### src/rtl/hsid_x_obi_mem_wr.sv
// OBI manager write engine: streams valid/ready words to consecutive word addresses
// and reports completion only once every write response has returned.
package hsid_x_obi_inf_pkg;
    localparam int unsigned HSID_WORD_WIDTH       = 32;
    localparam int unsigned HSID_MEM_ACCESS_WIDTH = 16;

    typedef struct packed {
        logic [HSID_WORD_WIDTH-1:0]   addr;
        logic                         we;
        logic [HSID_WORD_WIDTH/8-1:0] be;
        logic [HSID_WORD_WIDTH-1:0]   wdata;
    } obi_a_chan_t;

    typedef struct packed {
        logic        req;
        obi_a_chan_t a;
    } obi_req_t;

    typedef struct packed {
        logic [HSID_WORD_WIDTH-1:0] rdata;
    } obi_r_chan_t;

    typedef struct packed {
        logic        gnt;
        logic        rvalid;
        obi_r_chan_t r;
    } obi_resp_t;
endpackage

module hsid_x_obi_mem_wr #(
    parameter int unsigned WORD_WIDTH       = hsid_x_obi_inf_pkg::HSID_WORD_WIDTH,
    parameter int unsigned MEM_ACCESS_WIDTH = hsid_x_obi_inf_pkg::HSID_MEM_ACCESS_WIDTH
) (
    input  logic                              clk,
    input  logic                              rst,
    output hsid_x_obi_inf_pkg::obi_req_t      obi_req,
    input  hsid_x_obi_inf_pkg::obi_resp_t     obi_rsp,
    input  logic [WORD_WIDTH-1:0]             initial_addr,
    input  logic [MEM_ACCESS_WIDTH-1:0]       limit,
    input  logic [WORD_WIDTH-1:0]             data_in,
    input  logic                              data_in_valid,
    output logic                              data_in_ready,
    input  logic                              start,
    input  logic                              clear,
    output logic                              idle,
    output logic                              ready,
    output logic                              done
);
    localparam logic [2:0] IDLE  = 3'd0;
    localparam logic [2:0] WRITE = 3'd1;
    localparam logic [2:0] DRAIN = 3'd2;
    localparam logic [2:0] DONE  = 3'd3;
    localparam logic [2:0] ABORT = 3'd4;

    localparam logic [WORD_WIDTH-1:0] ADDR_STEP = WORD_WIDTH'(WORD_WIDTH / 8);

    logic [2:0]                  state_q, state_d;
    logic [WORD_WIDTH-1:0]       next_addr_q, next_addr_d;
    logic [WORD_WIDTH-1:0]       req_addr_q, req_addr_d;
    logic [WORD_WIDTH-1:0]       wdata_q, wdata_d;
    logic                        req_q, req_d;
    logic [MEM_ACCESS_WIDTH-1:0] limit_q, limit_d;
    logic [MEM_ACCESS_WIDTH-1:0] issued_q, issued_d;
    logic [MEM_ACCESS_WIDTH-1:0] granted_q, granted_d;
    logic [MEM_ACCESS_WIDTH-1:0] acked_q, acked_d;

    logic                        grant;
    logic                        accept;
    logic                        rsp_ok;
    logic [MEM_ACCESS_WIDTH-1:0] outstanding_now;

    assign grant         = req_q && obi_rsp.gnt;
    assign data_in_ready = (state_q == WRITE) && (issued_q < limit_q) && (!req_q || obi_rsp.gnt);
    assign accept        = data_in_valid && data_in_ready;

    // A response may arrive in the same cycle as the grant it answers, so count that grant too.
    assign outstanding_now = granted_q + MEM_ACCESS_WIDTH'(grant) - acked_q;
    assign rsp_ok          = obi_rsp.rvalid && (outstanding_now != '0);

    assign idle  = (state_q == IDLE);
    assign ready = (state_q == WRITE) || (state_q == DRAIN);
    assign done  = (state_q == DONE);

    always_comb begin
        obi_req         = '0;
        obi_req.req     = req_q;
        obi_req.a.addr  = req_addr_q;
        obi_req.a.we    = req_q;
        obi_req.a.be    = req_q ? '1 : '0;
        obi_req.a.wdata = wdata_q;
    end

    always_comb begin
        state_d     = state_q;
        next_addr_d = next_addr_q;
        req_addr_d  = req_addr_q;
        wdata_d     = wdata_q;
        req_d       = req_q;
        limit_d     = limit_q;
        issued_d    = issued_q + MEM_ACCESS_WIDTH'(accept);
        granted_d   = granted_q + MEM_ACCESS_WIDTH'(grant);
        acked_d     = acked_q + MEM_ACCESS_WIDTH'(rsp_ok);

        if (accept) begin
            req_d       = 1'b1;
            req_addr_d  = next_addr_q;
            wdata_d     = data_in;
            next_addr_d = next_addr_q + ADDR_STEP;
        end else if (grant) begin
            req_d = 1'b0;
        end

        case (state_q)
            IDLE: begin
                if (start && !clear) begin
                    next_addr_d = initial_addr;
                    limit_d     = limit;
                    issued_d    = '0;
                    granted_d   = '0;
                    acked_d     = '0;
                    state_d     = (limit == '0) ? DONE : WRITE;
                end
            end
            WRITE: begin
                if (clear) begin
                    state_d = ABORT;
                end else if ((issued_q == limit_q) && grant) begin
                    state_d = (acked_d == limit_q) ? DONE : DRAIN;
                end
            end
            DRAIN: begin
                if (clear) begin
                    state_d = ABORT;
                end else if (acked_d == limit_q) begin
                    state_d = DONE;
                end
            end
            DONE: begin
                state_d = clear ? ABORT : IDLE;
            end
            ABORT: begin
                if (!req_d && (granted_d == acked_d)) begin
                    state_d = IDLE;
                end
            end
            default: state_d = IDLE;
        endcase
    end

    always_ff @(posedge clk) begin
        if (rst) begin
            state_q     <= IDLE;
            next_addr_q <= '0;
            req_addr_q  <= '0;
            wdata_q     <= '0;
            req_q       <= 1'b0;
            limit_q     <= '0;
            issued_q    <= '0;
            granted_q   <= '0;
            acked_q     <= '0;
        end else begin
            state_q     <= state_d;
            next_addr_q <= next_addr_d;
            req_addr_q  <= req_addr_d;
            wdata_q     <= wdata_d;
            req_q       <= req_d;
            limit_q     <= limit_d;
            issued_q    <= issued_d;
            granted_q   <= granted_d;
            acked_q     <= acked_d;
        end
    end
endmodule

### config.mk
export PLATFORM = sky130hd
export DESIGN_NAME = hsid_x_obi_mem_wr
export DESIGN_NICKNAME = d
export VERILOG_FILES = /design/src/rtl/hsid_x_obi_mem_wr.sv
export SDC_FILE = /design/constraint.sdc
export NUM_CORES = 1
export LEC_CHECK = 0
export ABC_AREA = 1
export BUFFER_PORTS_ARGS = -buffer_cell sky130_fd_sc_hd__buf_2
export CAP_MARGIN = 15
export CORE_ASPECT_RATIO = 1.25
export CORE_MARGIN = 2
export CORE_UTILIZATION = 40
export DETAILED_ROUTE_END_ITERATION = 8
export GPL_ROUTABILITY_DRIVEN = 1
export GPL_TIMING_DRIVEN = 0
export PLACE_DENSITY = 0.64
export SLEW_MARGIN = 5
export SYNTH_ARGS = -nofsm -noshare
export SYNTH_HDL_FRONTEND = slang
export SYNTH_SLANG_ARGS = --single-unit
### constraint.sdc
create_clock -name clk -period 12.38 [get_ports clk]
set_input_delay 0.619 -clock clk [delete_from_list [all_inputs] [get_ports clk]]
set_output_delay 0.619 -clock clk [all_outputs]
set_load 0.01 [all_outputs]
# Word-level counts from Yosys, hierarchy flattened

Cells that the tools add are included.

Eq/ne operators: 11
Add/subtract/negate cells: 5
$lt $le $gt $ge: 1
Multiplexer cells: 22
Reductions and logical operators: 18

Operators by type and width:

| cell                                                   | number |
|---|---|
| 2-to-1 mux 16 bit                                      | 6 |
| 2-to-1 mux 32 bit                                      | 3 |
| adder 16 x 1 -> 16 bit                                 | 3 |
| equality test 16 bit                                   | 3 |
| adder 32 x 3 -> 32 bit (second input constant)         | 1 |
| 2-to-1 mux 3 bit                                       | 7 |
| zero test 16 bit                                       | 1 |
| less-than comparator 16 bit                            | 1 |
| nonzero test 16 bit                                    | 1 |
| subtractor 16 bit                                      | 1 |
| case mux 3 bit (5 select lines)                        | 1 |
| logical AND 1 bit                                      | 8 |
| equality test 3 x 2 -> 1 bit (second input constant)   | 2 |
| inequality test 3 x 2 -> 1 bit (second input constant) | 2 |
| 2-to-1 mux 4 bit                                       | 1 |
| AND reduction 4 bit                                    | 1 |
| equality test 3 x 1 -> 1 bit (second input constant)   | 1 |
| equality test 3 bit (second input constant)            | 1 |
| zero test 1 bit                                        | 3 |
| zero test 3 bit                                        | 1 |
| 2-to-1 mux 1 bit                                       | 3 |
| logical OR 1 bit                                       | 2 |
| 2-to-1 mux 2 bit                                       | 1 |
| inequality test 2 x 1 -> 1 bit (second input constant) | 1 |
| 2 further kinds                                        | 2 |

Output and inout port bits: 74
Word-level logic and storage cells: 66
Input bits: 119
Flip-flop bits (word level): 164

# Logic depth before layout (Yosys ltp)

Depth after elaboration: 11
Gate-level depth with buffers: 40
Gate-level depth less buffers: 39

# Worst setup path before layout

Ideal clock, no wire load.

Path type: input to register
Start: in obi_rsp[33] (netlist bit)
End: reg state_q[0]
Stages: 33
Buffers on the path: 0
Arrival: 4512 ps
Path slack: 7798 ps
Library setup time: 70 ps
Required time: 12310 ps
Cell sequence: nand2_1 inv_1 ha_1 ha_1 nand2_1 nor2_2 nand2_1 nand2_1 nand2_1 ha_1 a21oi_1 o21ai_0 a211oi_1 nand2_1 xor2_1 nor2_1 nand4_1 nand2_1 inv_1 ha_1 ha_1 nand2_1 inv_1 nand2_1 nand2_1 xor2_1 nor2_1 nand2_1 nor2_1 nand3_1 a21oi_2 nand3_1 a21oi_1

Cells in the longest elaborated chain, start to end: 11
Elaborated cells between the ends (all ways): 24
Classes of those cells: add/sub (3); eq/ne (5); mux (6); reduce/logical (10)

Ends and longest elaborated chain:

| what                            | line     | text |
|---|---|---|
| from (decl)                     | 37       | `input hsid_x_obi_inf_pkg::obi_resp_t obi_rsp,` |
| logical AND 1 bit               | 72       | `assign grant = req_q && obi_rsp.gnt;` |
| adder 16 x 1 -> 16 bit          | 77, 101  |  |
| subtractor 16 bit               | 77       | `assign outstanding_now = granted_q + MEM_ACCESS_WIDTH'(grant) - acked_q;` |
| nonzero test 16 bit             | 78       | `assign rsp_ok = obi_rsp.rvalid && (outstanding_now != '0);` |
| logical AND 1 bit               | 78       |  |
| adder 16 x 1 -> 16 bit          | 102      | `acked_d = acked_q + MEM_ACCESS_WIDTH'(rsp_ok);` |
| equality test 16 bit            | 128, 134 |  |
| 2-to-1 mux 1 bit                | 128      | `state_d = (acked_d == limit_q) ? DONE : DRAIN;` |
| 2-to-1 mux 3 bit                | 127      | `end else if ((issued_q == limit_q) && grant) begin` |
| 2-to-1 mux 3 bit                | 125      | `if (clear) begin` |
| case mux 3 bit (5 select lines) | 113      | `case (state_q)` |
| to (signal assigned)            | 162      | `state_q <= state_d;` |
| to (decl)                       | 57       | `logic [2:0] state_q, state_d;` |

Parallel ways exist; a longest one is shown, timed or not. The select of a mux whose other input is x is not followed.
A chain may end at the register's enable or synchronous reset.

# Worst setup path in the final report

Start: reg req_q
End: reg state_q[1]

Cells in the longest elaborated chain, start to end: 10
Elaborated cells between the ends (all ways): 21
Classes of those cells: add/sub (3); eq/ne (5); mux (2); reduce/logical (11)

Ends and longest elaborated chain:

| what                                     | line    | text |
|---|---|---|
| from (decl)                              | 61      | `logic req_q, req_d;` |
| from (signal assigned)                   | 166     | `req_q <= req_d;` |
| logical AND 1 bit                        | 72      |  |
| adder 16 x 1 -> 16 bit                   | 77, 101 |  |
| subtractor 16 bit                        | 77      |  |
| nonzero test 16 bit                      | 78      |  |
| logical AND 1 bit                        | 78      |  |
| adder 16 x 1 -> 16 bit                   | 102     |  |
| equality test 16 bit                     | 142     | `if (!req_d && (granted_d == acked_d)) begin` |
| logical AND 1 bit                        | 142     |  |
| inequality test 2 bit (no source line)   | --      |  |
| AND reduction 4 bit (no source line) (*) | --      |  |

Every way passes the cells marked *; elsewhere a longest branch is shown, timed or not.

==> flow_summary.ini <==
[timing]
finalHoldViolations = 0
fin_crit_sh = 0.4879
finalSetupViolCount = 0
rsz0062_at_grt = no
min_period_ns = 6.040
tightest_slew_ns = 0.6972
setup_slack_ns = 6.340
finClkSkew_ns = 0.01140
finalSetupTns_ns = 0
slew_violations = 0
slew_headroom = 0.5352
fmax_ghz = 0.1656

[grt]
grt_pass1_wl_um = 44570
grt_antenna_before_repair = 2
grt_pass1_vias = 9234
grt_max_degree = 17
track_usage = 0.2275
overflow = 0

[floorplanning]
row_count = 62
fp.dieH_um = 175.0
initial_core_util = 0.4076
design.core.area_um2 = 22960
die_area_um2 = 24640
die_w_um = 140.8
num_io_pins = 193

[cts]
cts_resized = 0
insertion_delay_ns = 0.44
clock_path_buffers = 2
ctsHtreeMaxLevel = 4
cts_hold_buf = 0
cts_sinks = 164
cts_tree = done
cts_buffers = 17
cts_root_buffer = clkbuf_16
cts_post_setup_buffers_inserted = 0
clk_pin_slew_ns = 0.07

[logic_synthesis]
yosysTopAreaCell = dfxtp_1
synthSimpleGateAreaFrac = 0.3483
syn_inst = 1430
syn_nets = 1588
synth_edf_count = 0
syn_avg_cell_area_um2 = 6.545
netlist-cell-type-count = 46
async_reset_ff_frac = 0
synth-xor-area-share = 0.03703
seq_area_frac_synth = 0.3508
yosys-top-cells-area = dfxtp_1, nand2_1, inv_1
synth-adder-area-share = 0.05214
synth_top_family_by_area = simple AND/OR/NAND/NOR gates
yosysWarnings = 0
synth_top_area_frac = 0.3508
synth-compound-area-share = 0.1170
synth_seq_cells = 164
synthesis.area_um2 = 9359
synthFlopType = dfxtp_1
muxShareOfSynthArea = 0

[setup_path]
crit_fanout = 8
worstPathArrival_ns = 6.40
path_delay_family = simple AND/OR/NAND/NOR gates
crit_type = flop to flop
slowest_stage = dfxtp_1
path_common_cell = nand2_1
critPathMaxStageDelay_ns = 0.47
cp_num_buf_inv = 2
critPathLaunchType = flop
end_kind = flop
cp.required_ns = 12.74

[power_and_ir_drop]
p_leak_nw = 5.269
total_power_mw = 1.538
power_per_cell_area_nw_per_um2 = 137.7
ir_drop_mv = 0.1110

[place]
post-place-ws_ns = 6.242
placedCellCount = 1877
dp_hpwl_um = 22580
io_buffers = 159
place_congestion = 0.9733

[layout]
instances_no_fill = 1909
area_growth_pct = 19.32
antenna_cells = 0
final_layout_size_suffix_gt1_frac = 0.1487
finalNetCount = 1766

[run_status]
status = finished, final reports clean

[routing]
via_per_inst = 5.027
first_pass_iters = 5
drc = 0
routed_wl_um = 27860
vias = 9597
drt_iter0_markers = 498
routedWlPerCell_um = 14.59
final_antenna_net_count = 0

[job]
max_cap_viol_count = 0

[hold_path]
worstHoldPathType = primary input to flop
-- cells in the final DEF, fill, tap and decap left out, types with 5 or more instances in the layout --
master and count:
xnor2_1 12, nand2_2 6, buf_4 13, nor2_2 13
nor3_1 24, inv_1 169, clkbuf_1 24, a21oi_1 100
nor2_1 132, nand3_1 78, o21ai_0 58, ha_1 39
nor4_1 8, dfxtp_1 164, nand4_1 36, o21bai_1 7
o211ai_1 10, nand2_1 456, buf_1 5, clkbuf_16 17
o22ai_1 8, xor2_1 25, buf_2 166
-- cell type report --
class                   instances  area [um2]
repair buffers                159       795.8
clock buffers                  22       484.2
flip-flops and latches        164        3283
multi-input cells            1045        5189
well taps                     288       360.3
plain buffers                  48       237.7
fillers                      2362       11800
inverters                     173       649.4
clock inverters                10       167.7
-- routing by layer --
metal / share of wire / global-route usage / wire length, um / vias to the layer above
met5: 0.00097 / 0 / 27 / -
met4: 0.035 / 0.09750 / 984 / 4
met3: 0.051 / 0.04851 / 1407 / 61
met2: 0.50 / 0.4154 / 13950 / 250
met1: 0.41 / 0.2534 / 11480 / 4316
li1: - / - / - / 4966
-- worst register-to-register path: cells and delay by family (launching register included) --
family	cells	cell delay, ns
xor gates and xnor gates	1	0.17
and+or+nand+nor	22	2.97
adders and majority gates	5	1.40
AOI/OAI and AO/OA	3	0.74
buffers and inverters	2	0.20
DFF	1	0.47
-- registers in the layout (all words and copies together) (netlist names) --
name	flops
acked_q	16
wdata_q	32
granted_q	16
req_q	1
limit_q	16
req_addr_q	32
issued_q	16
next_addr_q	32
state_q	3
-- synthesized netlist by cell type, types with 2 or more instances --
cell        n
nand2_1   456
inv_1     169
dfxtp_1   164
nor2_1    132
a21oi_1   100
nand3_1    78
o21ai_0    58
ha_1       39
nand4_1    36
xor2_1     25
nor3_1     24
clkbuf_1   23
buf_4      13
nor2_2     13
xnor2_1    12
o211ai_1   10
nor4_1      8
o22ai_1     8
buf_2       7
o21bai_1    7
nand2_2     6
buf_1       5
nor2_4      4
clkinv_1    3
o21ai_1     3
a211oi_1    2
a22o_1      2
a22oi_1     2
a31oi_1     2
nor3_2      2
nor3b_1     2
-- power by group --
part / switching [mW] / total [mW] / internal, mW
clock: 0.224 / 0.585 / 0.361
sequential: 0.0391 / 0.616 / 0.577
combinational: 0.217 / 0.337 / 0.120
-- through the flow --
stage / util / hold WS [ns] / instance area (um2)
after floorplan: - / 0.4394 / 9359
after global routing: 0.4863 / 0.3806 / 11170
final: 0.4863 / 0.3809 / 11170
after detailed placement: 0.4579 / 0.4547 / 10520
after global placement: 0.4579 / 0.4487 / 10520
after CTS: 0.4863 / 0.3740 / 11170
-- logic make-up (layout without fill, tap and decap cells) --
family | count (synthesis) | after routing
flip-flops | 164 | 164
AO/OA/AOI/OAI | 200 | 200
buffers and inverters | 221 | 412
XOR/XNOR | 38 | 38
AND/OR/NAND/NOR | 768 | 768
adder cells (fa/ha/maj) | 39 | 39
-- path summary, 6_finish.rpt --
check                  startpoint             end  depth (start not counted)  slack, ns
setup / recovery            req_q      state_q[1]                         33       6.34
hold / removal    initial_addr[1]  next_addr_q[1]                          2       0.38
setup reg to reg            req_q      state_q[1]                         33       6.34
hold reg to reg    req_addr_q[24]  req_addr_q[24]                          2       0.46
Note: power is estimated with default switching activity, not from simulation.
